<file path="src/rtl/divsu_fx.sv">
// Sequential fixed-point divider for signed or unsigned Qm.n operands.
// Uses restoring long division with one guard bit for round-to-nearest,
// and saturates or zeroes the result on overflow and divide-by-zero.
module divsu_fx #(
  parameter int WIDTH    = 32,
  parameter int FBITS    = 18,
  parameter bit SATURATE = 1'b1
) (
  input  logic             CLK_I,
  input  logic             RST_I,
  input  logic             START_I,
  input  logic             SIGNED_I,
  input  logic             ROUND_I,
  input  logic [WIDTH-1:0] DIVIDEND_I,
  input  logic [WIDTH-1:0] DIVISOR_I,
  output logic             BUSY_O,
  output logic             DONE_O,
  output logic             VLD_O,
  output logic             DBZ_O,
  output logic             OVF_O,
  output logic [WIDTH-1:0] QUOTIENT_O
);

  // The quotient carries FBITS result fraction bits plus one guard bit for rounding.
  localparam int N  = WIDTH + FBITS + 1;
  localparam int CW = $clog2(N + 1);

  // Magnitude limits, widened to the quotient width so they compare directly.
  localparam logic [N-1:0] LIM_U  = {{(N-WIDTH){1'b0}}, {WIDTH{1'b1}}};
  localparam logic [N-1:0] LIM_SP = {{(N-WIDTH+1){1'b0}}, {(WIDTH-1){1'b1}}};
  localparam logic [N-1:0] LIM_SN = {{(N-WIDTH){1'b0}}, 1'b1, {(WIDTH-1){1'b0}}};

  typedef enum logic [1:0] {IDLE, PREP, ITER, FIX} state_t;

  state_t           state_reg, state_next;
  logic [WIDTH-1:0] dvd_reg, dvd_next;
  logic [WIDTH-1:0] dvs_reg, dvs_next;
  logic             sgn_reg, sgn_next;
  logic             rnd_reg, rnd_next;
  logic             neg_reg, neg_next;
  logic [N-1:0]     num_reg, num_next;
  logic [WIDTH-1:0] rem_reg, rem_next;
  logic [N-1:0]     quo_reg, quo_next;
  logic [CW-1:0]    cnt_reg, cnt_next;
  logic             done_reg, done_next;
  logic             vld_reg, vld_next;
  logic             ovf_reg, ovf_next;
  logic             dbz_reg, dbz_next;
  logic [WIDTH-1:0] q_reg, q_next;

  logic [WIDTH:0]   rem_shift;
  logic [WIDTH:0]   rem_diff;
  logic [N-1:0]     mag;
  logic [N-1:0]     limit;

  // Saturation value for the requested format and result sign.
  function automatic logic [WIDTH-1:0] clamp_val(input logic sgn_mode, input logic neg);
    if (!sgn_mode)
      return {WIDTH{1'b1}};
    else if (neg)
      return {1'b1, {(WIDTH-1){1'b0}}};
    else
      return {1'b0, {(WIDTH-1){1'b1}}};
  endfunction

  // Two's complement magnitude; the most negative value maps to 2^(WIDTH-1).
  function automatic logic [WIDTH-1:0] abs_val(input logic sgn_mode, input logic [WIDTH-1:0] x);
    return (sgn_mode && x[WIDTH-1]) ? (~x + 1'b1) : x;
  endfunction

  assign rem_shift = {rem_reg, num_reg[N-1]};
  assign rem_diff  = rem_shift - {1'b0, dvs_reg};
  assign mag       = {1'b0, quo_reg[N-1:1]} + {{(N-1){1'b0}}, rnd_reg & quo_reg[0]};
  assign limit     = !sgn_reg ? LIM_U : (neg_reg ? LIM_SN : LIM_SP);

  assign BUSY_O     = (state_reg != IDLE);
  assign DONE_O     = done_reg;
  assign VLD_O      = vld_reg;
  assign DBZ_O      = dbz_reg;
  assign OVF_O      = ovf_reg;
  assign QUOTIENT_O = q_reg;

  // State and datapath registers; reset aborts any operation in flight.
  always_ff @(posedge CLK_I) begin
    if (RST_I) begin
      state_reg <= IDLE;
      dvd_reg   <= '0;
      dvs_reg   <= '0;
      sgn_reg   <= 1'b0;
      rnd_reg   <= 1'b0;
      neg_reg   <= 1'b0;
      num_reg   <= '0;
      rem_reg   <= '0;
      quo_reg   <= '0;
      cnt_reg   <= '0;
      done_reg  <= 1'b0;
      vld_reg   <= 1'b0;
      ovf_reg   <= 1'b0;
      dbz_reg   <= 1'b0;
      q_reg     <= '0;
    end else begin
      state_reg <= state_next;
      dvd_reg   <= dvd_next;
      dvs_reg   <= dvs_next;
      sgn_reg   <= sgn_next;
      rnd_reg   <= rnd_next;
      neg_reg   <= neg_next;
      num_reg   <= num_next;
      rem_reg   <= rem_next;
      quo_reg   <= quo_next;
      cnt_reg   <= cnt_next;
      done_reg  <= done_next;
      vld_reg   <= vld_next;
      ovf_reg   <= ovf_next;
      dbz_reg   <= dbz_next;
      q_reg     <= q_next;
    end
  end

  // Next-state and datapath update: capture, prepare magnitudes, iterate, then fix up.
  always_comb begin
    state_next = state_reg;
    dvd_next   = dvd_reg;
    dvs_next   = dvs_reg;
    sgn_next   = sgn_reg;
    rnd_next   = rnd_reg;
    neg_next   = neg_reg;
    num_next   = num_reg;
    rem_next   = rem_reg;
    quo_next   = quo_reg;
    cnt_next   = cnt_reg;
    done_next  = 1'b0;
    vld_next   = vld_reg;
    ovf_next   = ovf_reg;
    dbz_next   = dbz_reg;
    q_next     = q_reg;
    case (state_reg)
      IDLE: begin
        if (START_I) begin
          dvd_next = DIVIDEND_I;
          dvs_next = DIVISOR_I;
          sgn_next = SIGNED_I;
          rnd_next = ROUND_I;
          vld_next = 1'b0;
          ovf_next = 1'b0;
          dbz_next = 1'b0;
          if (DIVISOR_I == '0) begin
            // Divide-by-zero is resolved immediately without leaving IDLE.
            dbz_next  = 1'b1;
            done_next = 1'b1;
            q_next    = SATURATE ? clamp_val(SIGNED_I, SIGNED_I & DIVIDEND_I[WIDTH-1]) : '0;
          end else begin
            state_next = PREP;
          end
        end
      end
      PREP: begin
        neg_next   = sgn_reg & (dvd_reg[WIDTH-1] ^ dvs_reg[WIDTH-1]);
        num_next   = {abs_val(sgn_reg, dvd_reg), {(FBITS+1){1'b0}}};
        dvs_next   = abs_val(sgn_reg, dvs_reg);
        rem_next   = '0;
        quo_next   = '0;
        cnt_next   = '0;
        state_next = ITER;
      end
      ITER: begin
        // The remainder stays below the divisor, so WIDTH bits hold it after subtraction.
        if (rem_shift >= {1'b0, dvs_reg}) begin
          rem_next = rem_diff[WIDTH-1:0];
          quo_next = {quo_reg[N-2:0], 1'b1};
        end else begin
          rem_next = rem_shift[WIDTH-1:0];
          quo_next = {quo_reg[N-2:0], 1'b0};
        end
        num_next = num_reg << 1;
        cnt_next = cnt_reg + CW'(1);
        if (cnt_reg == CW'(N - 1))
          state_next = FIX;
      end
      FIX: begin
        if (mag > limit) begin
          ovf_next = 1'b1;
          q_next   = SATURATE ? clamp_val(sgn_reg, neg_reg) : '0;
        end else begin
          vld_next = 1'b1;
          q_next   = neg_reg ? (~mag[WIDTH-1:0] + 1'b1) : mag[WIDTH-1:0];
        end
        done_next  = 1'b1;
        state_next = IDLE;
      end
      default: state_next = IDLE;
    endcase
  end

endmodule
</file>
<file path="config.mk">
export PLATFORM = sky130hd
export DESIGN_NAME = divsu_fx
export DESIGN_NICKNAME = d
export VERILOG_FILES = /design/src/rtl/divsu_fx.sv
export SDC_FILE = /design/constraint.sdc
export NUM_CORES = 1
export LEC_CHECK = 0
export CORE_ASPECT_RATIO = 1.4
export CORE_UTILIZATION = 40
export CTS_BUF_LIST = sky130_fd_sc_hd__clkbuf_16
export DETAILED_ROUTE_END_ITERATION = 16
export PLACE_DENSITY_LB_ADDON = 0.12
export SYNTH_ARGS = -nofsm -noshare
export SYNTH_HDL_FRONTEND = slang
export SYNTH_SLANG_ARGS = --single-unit
</file>
<file path="constraint.sdc">
create_clock -name CLK_I -period 5.6 [get_ports CLK_I]
set_clock_uncertainty 0.05 [all_clocks]
set_input_delay 0.56 -clock CLK_I [delete_from_list [all_inputs] [get_ports CLK_I]]
set_output_delay 0.56 -clock CLK_I [all_outputs]
set_load 0.02 [all_outputs]
</file>
After elaboration in Yosys (flattened, before gate mapping)
Cells that the tools add are included.
- order comparisons: 2
- bitwise logic cells: 7
- mux-type cells: 33
- reductions and logical operators: 14
- equal/unequal tests: 11
- add/sub/neg operators: 6
- operator list (operator ; number):
    $mux W32 ; 14
    $pmux W51 S2 ; 2
    $pmux W32 S2 ; 3
    $add A32 B1 Y32 const B ; 3
    $not A32 Y32 ; 3
    $add A50 B1 Y51 ; 1
    $gt A51 B32 Y1 ; 1
    $ge A33 B32 Y1 ; 1
    $logic_not A32 Y1 ; 1
    $sub A32 B32 Y32 ; 1
    $reduce_and A3 Y1 ; 5
    $ne A2 B2 Y1 const B ; 7
    $pmux W6 S2 ; 1
    $pmux W2 S4 ; 1
    $reduce_bool A2 Y1 ; 4
    $add A6 B1 Y6 const B ; 1
    $eq A6 B6 Y1 const B ; 1
    $mux W1 ; 6
    $mux W2 ; 3
    $pmux W1 S2 ; 3
    $eq A2 B2 Y1 const B ; 2
    $and A1 B1 Y1 ; 3
    $eq A2 B1 Y1 const B ; 1
    $logic_and A1 B1 Y1 ; 2
    other kinds (3) ; 3
- flip-flop bits (word level): 245
- word-level logic and storage cells: 88
- output and inout port bits: 37

Logic depth before layout (Yosys ltp)
Gate-level depths: netlist of run 1.
- depth in word-level cells: 7
- depth in mapped cells: 22
- mapped depth without buffers: 18

Worst setup path before layout of run 1
Ideal clock, no wire load.
- kind: flip-flop to flip-flop
- start point: register quo_reg[0]
- end point: register q_reg[14] (netlist: QUOTIENT_O[14])
- cell stages (with the launch flop): 22
- period minus slack after synthesis: 4785 ps
- setup slack: 815 ps
- arrival time: 4616 ps
- cell sequence: dfxtp_1 -> and2_1 -> ha_1 -> ha_1 -> buf_4 -> nand3_1 -> or4_1 -> buf_2 -> or4_1 -> xor2_1 -> inv_1 -> ha_1 -> nand4_1 -> nor4_1 -> nand2_1 -> and3_1 -> a221oi_1 -> nand4_1 -> nor2_1 -> buf_4 -> o21ai_1 -> o221a_2
- cells in the longest elaborated chain, start to end: 7
- ends and longest elaborated chain (what ; RTL line ; text):
    start, declared ; 43 ; logic [N-1:0] quo_reg, quo_next;
    start signal, assigned ; 110 ; quo_reg <= quo_next;
    $and A1 B1 Y1 (*) ; 73 ; assign mag = {1'b0, quo_reg[N-1:1]} + {{(N-1){1'b0}}, rnd_reg & quo_reg[0]};
    $add A50 B1 Y51 (*) ; 73 ;
    $not A32 Y32 ; 186 ; q_next = neg_reg ? (~mag[WIDTH-1:0] + 1'b1) : mag[WIDTH-1:0];
    $add A32 B1 Y32 ; 186 ;
    $mux W32 ; 186 ;
    $mux W32 (*) ; 181 ; if (mag > limit) begin
    $pmux W32 S2 (*) ; 137 ; case (state_reg)
    end signal, assigned ; 116 ; q_reg <= q_next;
    end, declared ; 49 ; logic [WIDTH-1:0] q_reg, q_next;
Mark *: on every way between the ends. The rest lies on a longest branch, timed or not.
A chain may end at the register's enable or synchronous reset.

Worst setup path in the final report of run 1
- start point: register quo_reg[0]
- end point: register q_reg[28] (netlist: QUOTIENT_O[28])
Same word-level chain as after synthesis.

==> results of run 1 <==
-- worst paths after layout --
check / start / endpoint / slack (ns)
max reg2reg: quo_reg[0] / QUOTIENT_O[28] / 0.43
max: quo_reg[0] / QUOTIENT_O[28] / 0.43
min: num_reg[19] / num_reg[19] / 0.42
min reg2reg: num_reg[19] / num_reg[19] / 0.42
-- layout by cell type, fill, tap and decap left out, types with 47 or more instances in the layout --
master / Yosys / layout
o21ai_0: 143 / 143
nand3_1: 49 / 49
dfxtp_1: 226 / 226
ha_1: 75 / 73
a22o_1: 51 / 51
inv_1: 72 / 76
a21oi_1: 141 / 140
nand2_1: 234 / 233
mux2i_1: 68 / 68
nor3_1: 47 / 47
nor2_1: 115 / 112
clkdlybuf4s50_1: 0 / 104
xnor2_1: 80 / 80
-- cells by family (layout without fill, tap and decap cells) --
group                    Yosys count  count (layout)  synth area share
XOR/XNOR                         123             123            0.0748
AO/OA/AOI/OAI                    518             518             0.231
buffers and inverters            191             250            0.0528
flip-flops                       226             226             0.314
AND/OR/NAND/NOR                  631             631             0.212
adder cells (fa/ha/maj)           76              76            0.0665
multiplexers                      69              69            0.0480
-- area by class of cell --
class                           instances  area [um2]
Clock inverter                         23         249
Clock buffer                           27         676
Tap cell                              456         571
Multi-Input combinational cell       1417        9170
Inverter                               72         270
Timing Repair Buffer                  128        1220
Fill cell                            3520       18500
Sequential cell                       226        4520
-- per-stage QoR --
step | std cells | utilization | area (um2) | hold WS, ns
final | 2349 | 0.474 | 16700 | 0.424
after floorplan | 1834 | - | 14400 | 0.382
after detailed placement | 2299 | 0.448 | 15700 | 0.411
after global placement | 2299 | 0.448 | 15700 | 0.406
after global routing | 2349 | 0.474 | 16700 | 0.435
after CTS | 2349 | 0.474 | 16700 | 0.422
-- worst reg2reg max path: stages, from the launching register on --
cell and delay, ns:
dfxtp_1 0.34, and2_1 0.13, ha_1 0.21, ha_1 0.19
nand3_1 0.24, or4_1 0.57, or4_1 0.56, xor2_1 0.28
inv_1 0.09, ha_1 0.32, nand4_1 0.14, nor4_1 0.28
nand2_1 0.10, and3_1 0.18, a221oi_1 0.32, nand4_1 0.23
nor2_4 0.25, buf_4 0.29, o21ai_0 0.16, a21oi_1 0.15
-- power by group --
part	total (mW)	switching [mW]	internal, mW
Clock	1.85	0.739	1.11
Sequential	2.05	0.229	1.83
Combinational	2.77	1.74	1.04
-- layer usage --
metal	up-vias	GRT usage	routed length, um
met2	253	0.408	20900
li1	6743	-	-
met3	84	0.0187	1250
met4	0	0.108	1910
met5	-	0	0
met1	6325	0.255	17100
==> reports/results.md, run 1 <==
### Status
* **result of the run** finished, final reports clean

### GRT
* **number of antenna violations at the first check in global routing** 0
* **global-route wire length before repair** 65.9 mm
* **number of global-route vias before repair** 12700
* **total congestion overflow** 0
* **largest net degree at the start of global routing** 68
* **GRT Overall Usage** 0.222

### Critical path
* **Worst path most repeated cell** ha_1
* **endpoint class of the critical path** flip-flop
* **CP max stage cell** or4_1
* **dominant delay contributor by cell family on the critical path** simple AND/OR/NAND/NOR gates
* **largest fanout of any net on the critical path** 22
* **Critical path buffers and inverters** 2
* **CP Data Arrival Time** 5.62 ns
* **type of origin of the critical path** flip-flop
* **stages on the worst setup path** 19
* **delay of the slowest cell on the worst path** 0.57 ns
* **reg2reg path depth** 19
* **startpoint-to-endpoint class of the critical path** flip-flop to flip-flop
* **cells traversed along the worst timing path** and2_1, ha_1, ha_1, nand3_1, or4_1, or4_1, xor2_1, inv_1, ha_1, nand4_1, nor4_1, nand2_1, and3_1, a221oi_1, nand4_1, nor2_4, buf_4, o21ai_0, a21oi_1
* **critical path data required time** 6.04 ns

### Final layout
* **share of post-route cells with drive strength above 1** 0.0502
* **synthesis-to-layout area growth** 15.8%
* **flip-flop count of the largest register after layout** 51
* **final net count** 2017
* **antenna diode count** 0

### STA
* **slew at the pin closest to its max-slew limit** 1.40 ns
* **Final setup viols** 0
* **setup slack of the critical path after layout** 0.428 ns
* **period utilization** 0.924
* **final hold violation count** 0
* **unrepaired setup endpoints after global routing** false
* **achievable frequency** 193 MHz
* **fin. max-slew vios** 0
* **tightest slew margin relative to the limit** 0.0408
* **minimum clock period** 5.17 ns
* **post-route setup TNS** 0 ns

### Pwr
* **total power divided by cell area** 400 nW/um2
* **total power of the final layout** 6.68 mW
* **leakage component of the power** 6.67 nW
* **maximum vdd ir drop** 0.000353 V

### Clock tree
* **number of clock buffers inserted by TritonCTS** 27
* **Resized cells post-CTS** 0
* **TritonCTS clock tree** built
* **setup fix buffers added after clock tree synthesis** 0
* **clock-pin slew of the registers on the worst-case setup and hold paths** 0.06 ns
* **deepest level of the CTS H-tree** 1
* **number of sinks on the clock net** 226
* **number of buffers on the longest clock path** 3
* **clock latency on the worst-skew pair** 0.57 ns
* **Hold Buf Count CTS** 0
* **root buf cell** clkbuf_16

### Synth
* **Syn Std Cell Area** 14400 um2
* **Yosys cell types** 69
* **number of nets produced by synthesis** 1979
* **part of the Yosys area used for sequential elements** 0.314
* **synthesized area divided by synthesized cell count** 7.85 um2
* **largest cells by area after synthesis** dfxtp_1, ha_1, nand2_1, o21ai_0, a21oi_1
* **number of warnings printed during yosys synthesis** 0
* **most common flop cell mapped by yosys** dfxtp_1
* **Async S/R FF share, synth** 0
* **number of instances in the synthesized netlist** 1834
* **number of synthesized flops with an enable pin** 0
* **post-synthesis register bit count** 226
* **top cells by instance count after synthesis** nand2_1, dfxtp_1, o21ai_0
* **cell accounting for the most synthesized area** dfxtp_1
* **most instantiated library cell after synthesis** nand2_1
* **Yosys top cell area share** 0.314

### Route
* **1st-pass router iterations** 5
* **DR iter-0 viols** 803
* **per-cell via count in the routed design** 5.71
* **vias after detailed routing** 13400
* **Total Routed Length** 41.1 mm
* **number of DRC violations after detailed routing** 0
* **antenna-violating nets left** 0
* **Routed WL per cell** 17.5 um

### Floorplan
* **initial standard-cell utilization of the core** 0.410
* **Site Rows** 81
* **IO Count** 106
* **Die Area** 36800 um2
* **core region area** 35200 um2
* **overall die height** 227 um
* **Die W** 162 um

### Min path
* **Hold WC Path Type** flip-flop to flip-flop
* **Hold Crit Depth** 2

### Place
* **port bufs** 105
* **post-placement worst setup slack** 0.400 ns
* **half-perimeter wire length of the detailed placement result** 29.8 mm
* **Placer Congestion** 0.916

### Flow run
* **number of violations of the max-capacitance limit** 0

Note: power is estimated with default switching activity, not from simulation.
==> run 2, diff against run 1 <==
Settings changed: ABC_AREA set to 1, CORE_MARGIN set to 4.
==> run 2 against run 1 <==
Net effect:
- register-to-register slack improved by 0.77 ns
- maximum frequency grew 17%
- combinational power grew 26%
- utilization shrank 0.71 points
- non-clock buffer count fell by 4
- area after synthesis is 9.8% higher
- clock power shrank 9.7%
- flip-flop and latch count did not move
- final cell count grew 32%
- hold slack improved by 0.0017 ns
==> reports/results.md, run 2 <==
### Place
* **half-perimeter wire length of the detailed placement result** 39.3 mm
* **cell area reported after detailed placement** 17300 um2
* **Placer Congestion** 0.966
* **port bufs** 105

### Synth
* **top cells by instance count after synthesis** nand2_1, inv_1, nor2_1
* **synthesized area divided by synthesized cell count** 6.36 um2
* **number of synthesized flops with an enable pin** 0
* **part of the Yosys area used for sequential elements** 0.286
* **Yosys top cell area share** 0.286
* **number of instances in the synthesized netlist** 2486
* **Yosys cell types** 50
* **number of nets produced by synthesis** 2631
* **post-synthesis register bit count** 226
* **Syn Std Cell Area** 15800 um2
* **most common flop cell mapped by yosys** dfxtp_1
* **cell accounting for the most synthesized area** dfxtp_1
* **Async S/R FF share, synth** 0
* **most instantiated library cell after synthesis** nand2_1
* **number of warnings printed during yosys synthesis** 0
* **largest cells by area after synthesis** dfxtp_1, nand2_1, inv_1, nor2_1, ha_1

### Clock tree
* **TritonCTS clock tree** built
* **clock-pin slew of the registers on the worst-case setup and hold paths** 0.06 ns
* **Hold Buf Count CTS** 0
* **root buf cell** clkbuf_16
* **clock latency on the worst-skew pair** 0.57 ns
* **number of clock buffers inserted by TritonCTS** 27
* **number of buffers on the longest clock path** 3
* **deepest level of the CTS H-tree** 1
* **Resized cells post-CTS** 0
* **number of sinks on the clock net** 226
* **setup fix buffers added after clock tree synthesis** 0

### GRT
* **largest net degree at the start of global routing** 68
* **global-route wire length before repair** 82.3 mm
* **number of antenna violations at the first check in global routing** 0
* **GRT Overall Usage** 0.233
* **most utilized layer in the global route result** met2
* **total congestion overflow** 0
* **routing usage on met2** 0.431
* **met1 Usage GRT** 0.263
* **met3 routing resource usage after global routing** 0.0261
* **number of global-route vias before repair** 15900

### Final layout
* **leading cell type in the layout, fill and taps excluded** nand2_1
* **highest-count cells in the layout ignoring fill and taps** nand2_1, inv_1, nor2_1
* **antenna diode count** 0
* **synthesis-to-layout area growth** 14.4%
* **count of filler cells inserted in the layout** 4247
* **cell area after layout** 18100 um2
* **share of post-route cells with drive strength above 1** 0.0612
* **flip-flop count of the largest register after layout** 51
* **final net count** 2693

### Flow run
* **number of violations of the max-capacitance limit** 0

### Status
* **result of the run** finished, final reports clean

### Floorplan
* **Die Area** 42800 um2
* **initial standard-cell utilization of the core** 0.408
* **Site Rows** 85
* **Die W** 176 um
* **IO Count** 106
* **core region area** 38700 um2
* **overall die height** 243 um

### STA
* **tightest slew margin relative to the limit** 0.265
* **achievable frequency** 227 MHz
* **minimum clock period** 4.40 ns
* **Final setup viols** 0
* **period utilization** 0.786
* **slew at the pin closest to its max-slew limit** 1.10 ns
* **unrepaired setup endpoints after global routing** false
* **final hold violation count** 0
* **post-route setup TNS** 0 ns
* **fin. max-slew vios** 0
* **worst hold slack across all endpoints** 0.426 ns

### Critical path
* **CP max stage cell** buf_4
* **Worst path most repeated cell** nand2_1
* **dominant delay contributor by cell family on the critical path** simple AND/OR/NAND/NOR gates
* **largest fanout of any net on the critical path** 31
* **endpoint class of the critical path** flip-flop
* **delay of the slowest cell on the worst path** 0.41 ns
* **type of origin of the critical path** flip-flop
* **CP Data Arrival Time** 4.85 ns
* **critical path data required time** 6.05 ns
* **startpoint-to-endpoint class of the critical path** flip-flop to flip-flop
* **Critical path buffers and inverters** 4
* **Reg2Reg Setup Slack** 1.20 ns

### Pwr
* **total power divided by cell area** 401 nW/um2
* **leakage component of the power** 8.14 nW
* **maximum vdd ir drop** 0.000233 V
* **total power of the final layout** 7.26 mW

### Route
* **number of DRC violations after detailed routing** 0
* **antenna-violating nets left** 0
* **per-cell via count in the routed design** 5.31
* **1st-pass router iterations** 5
* **Total Routed Length** 51.7 mm
* **DR iter-0 viols** 935
* **Routed WL per cell** 16.7 um
* **vias after detailed routing** 16400

### Min path
* **Hold WC Path Type** flip-flop to flip-flop

-- run 2: changes by cell type after synthesis, moves of 29 or more --
cell     change
inv_1      +243
nand3_1    +126
o22ai_1     +80
a22o_1      -51
a21oi_2     +29
nand2_1    +377
xnor2_1     -60
mux2i_1     -68
nor2_1     +165
-- run 2: area by class of cell --
type | instances | area [um2] | share of cell area
clock buffers | 27 | 676 | 0.0374
inverters | 323 | 1210 | 0.0670
flip-flops and latches | 226 | 4520 | 0.250
well taps | 522 | 653 | 0.0361
clock inverters | 21 | 139 | 0.00768
multi-input cells | 1846 | 9690 | 0.536
repair buffers | 124 | 1190 | 0.0657
-- run 2: power by group --
group / internal [mW] / switching [mW] / leakage [nW]
Combinational: 1.13 / 2.35 / 5.88
Sequential: 1.87 / 0.236 / 1.84
Clock: 0.924 / 0.749 / 0.425
Total: 3.93 / 3.33 / 8.14
-- run 2: logic make-up after synthesis --
logic type	Yosys count	share of synthesized area
simple gates	1189	0.321
compound gates	508	0.190
buf+inv	414	0.102
flops	226	0.286
fa+ha+maj	76	0.0606
xor+xnor	73	0.0404
-- run 2: worst paths after layout --
| check | from | end | cells past startpoint |
|---|---|---|---|
| hold / removal | rem_reg[21] | rem_reg[21] | 2 |
| hold reg to reg | rem_reg[21] | rem_reg[21] | 2 |
| setup reg to reg | quo_reg[0] | QUOTIENT_O[0] | 29 |
| setup / recovery | quo_reg[0] | QUOTIENT_O[0] | 29 |
-- run 2: tightest hold or removal path, stage by stage (launching register included) --
cell and delay (ns):
dfxtp_1 0.32, nand2_1 0.06, nand2_1 0.05
-- run 2: metrics by stage --
stage	setup slack [ns]	instances	util
finish	1.20	3089	0.467
global route	0.789	3089	0.467
CTS	1.21	3089	0.467
detailed placement	1.26	3041	0.446
global placement	1.32	3041	0.446
floorplan	2.24	2486	-
-- run 2: per-layer routing --
layer / vias to the layer above / part of all wire
li1: 8292 / -
met1: 7596 / 0.40
met2: 366 / 0.51
met3: 135 / 0.038
met4: 0 / 0.051
met5: - / 0
==> run 3, diff against run 2 <==
Clock period 5.6 ns to 3.8 ns, I/O delays scaled along.
==> run 3 against run 2 <==
Net effect:
- clock-buffer cell count shrank 1
- sequential power up 47%
- via count increased by 1.3%
- setup slack lost 1.0 ns
- global-route usage increased by 0.53 points
- critical path depth shrank 5
- non-clock buffer count is 50 higher
- utilization is 1.4 points higher
- die area unchanged
- critical path type unchanged
==> reports/results.md, run 3 (synthesized netlist as in run 2, its figures left out) <==
### Status
* **result of the run** finished, final reports clean

### Floorplan
* **Die Area** 42800 um2
* **Site Rows** 85
* **Die W** 176 um
* **overall die height** 243 um
* **IO Count** 106
* **initial standard-cell utilization of the core** 0.408
* **core region area** 38700 um2

### STA
* **slew at the pin closest to its max-slew limit** 1.12 ns
* **final hold violation count** 0
* **achievable frequency** 277 MHz
* **fin. max-slew vios** 0
* **unrepaired setup endpoints after global routing** true
* **tightest slew margin relative to the limit** 0.251
* **period utilization** 0.951
* **Final setup viols** 0
* **worst hold slack across all endpoints** 0.0937 ns
* **setup slack of the critical path after layout** 0.186 ns
* **minimum clock period** 3.61 ns

### Route
* **antenna-violating nets left** 0
* **DR iter-0 viols** 1026
* **vias after detailed routing** 16600
* **number of DRC violations after detailed routing** 0
* **Routed WL per cell** 16.8 um
* **per-cell via count in the routed design** 5.29
* **1st-pass router iterations** 6
* **Total Routed Length** 52.8 mm

### Critical path
* **CP max stage cell** dfxtp_1
* **startpoint-to-endpoint class of the critical path** flip-flop to flip-flop
* **cells traversed along the worst timing path** nand2_1, inv_1, ha_4, nand3_1, nor2_2, nand3_2, nor2_4, xor2_2, inv_1, ha_1, nand2_1, nor2_1, nand4_1, nor4_2, nand3_1, nor2_1, nand4_1, nand2_4, nand2_8, nand2_8, clkbuf_16, o21ai_2, nand2_1, a21oi_2
* **Worst path most repeated cell** nand2_1
* **critical path data required time** 4.19 ns
* **endpoint class of the critical path** flip-flop
* **Critical path buffers and inverters** 3
* **type of origin of the critical path** flip-flop
* **delay of the slowest cell on the worst path** 0.34 ns
* **largest fanout of any net on the critical path** 9
* **CP Data Arrival Time** 4.00 ns
* **dominant delay contributor by cell family on the critical path** simple AND/OR/NAND/NOR gates

### Place
* **Placer Congestion** 0.961
* **port bufs** 105
* **half-perimeter wire length of the detailed placement result** 40.2 mm
* **post-placement worst setup slack** 0.0601 ns
* **Placed Instances** 3081

### Final layout
* **flip-flop count of the largest register after layout** 51
* **final net count** 2743
* **leading cell type in the layout, fill and taps excluded** nand2_1
* **synthesis-to-layout area growth** 17.8%
* **non-filler instance count after layout** 3139
* **antenna diode count** 0
* **highest-count cells in the layout ignoring fill and taps** nand2_1, inv_1, nor2_1
* **share of post-route cells with drive strength above 1** 0.0848
* **count of filler cells inserted in the layout** 4165

### GRT
* **number of global-route vias before repair** 16300
* **largest net degree at the start of global routing** 75
* **global-route wire length before repair** 84.0 mm
* **GRT Overall Usage** 0.238
* **number of antenna violations at the first check in global routing** 1
* **total congestion overflow** 0

### Clock tree
* **TritonCTS clock tree** built
* **Hold Buf Count CTS** 0
* **clock-pin slew of the registers on the worst-case setup and hold paths** 0.06 ns
* **number of clock buffers inserted by TritonCTS** 26
* **deepest level of the CTS H-tree** 1
* **number of sinks on the clock net** 226
* **root buf cell** clkbuf_16
* **clock latency on the worst-skew pair** 0.56 ns
* **number of buffers on the longest clock path** 3

### Flow run
* **number of violations of the max-capacitance limit** 0

### Pwr
* **total power divided by cell area** 576 nW/um2
* **leakage component of the power** 8.41 nW
* **maximum vdd ir drop** 0.000334 V

### Min path
* **Hold WC Path Type** input pin to flip-flop

==> run 3: power breakdown <==
group	switching (mW)	internal, mW
Sequential	0.351	2.76
Clock	1.09	1.38
Combinational	3.47	1.70
==> run 3: cell type report <==
cell class	count	area [um2]	share of cell area
multi-input cells	1847	9810	0.526
inverters	323	1210	0.0651
clock buffers	26	651	0.0349
clock inverters	21	159	0.00853
repair buffers	174	1630	0.0874
flip-flops and latches	226	4520	0.243
well taps	522	653	0.0351
==> run 3: stage by stage <==
stage / util / cell area (um2) / power (mW) / setup TNS, ns
after floorplan: - / 15800 / 6.82 / 0
after global placement: 0.454 / 17600 / 8.25 / 0
after detailed placement: 0.454 / 17600 / 8.29 / 0
after CTS: 0.475 / 18400 / 10.8 / 0
after global routing: 0.481 / 18600 / 11.6 / -0.220
final: 0.481 / 18600 / 10.7 / 0
==> run 3: what timing repair did <==
action                                  4_1_cts  5_1_grt
buffers inserted                              0        8
endpoints found under the hold margin         0        0
endpoints found under the setup margin        0       34
gates resized for setup                       0       24
==> run 3: routing by layer <==
layer	part of all wire	vias to the layer above	GRT usage
li1	-	8403	-
met3	0.034	101	0.0240
met2	0.53	350	0.462
met4	0.040	2	0.0936
met1	0.40	7753	0.260
met5	0.00025	-	0
==> run 3: worst paths after layout <==
| kind | cells after the start | startpoint | slack [ns] | endpoint |
|---|---|---|---|---|
| worst max-delay path | 24 | rnd_reg | 0.19 | QUOTIENT_O[8] |
| worst min-delay path | 2 | RST_I | 0.09 | dvs_reg[26] |
| worst max register to register | 24 | rnd_reg | 0.19 | QUOTIENT_O[8] |
| worst min register to register | 2 | DBZ_O | 0.42 | DBZ_O |
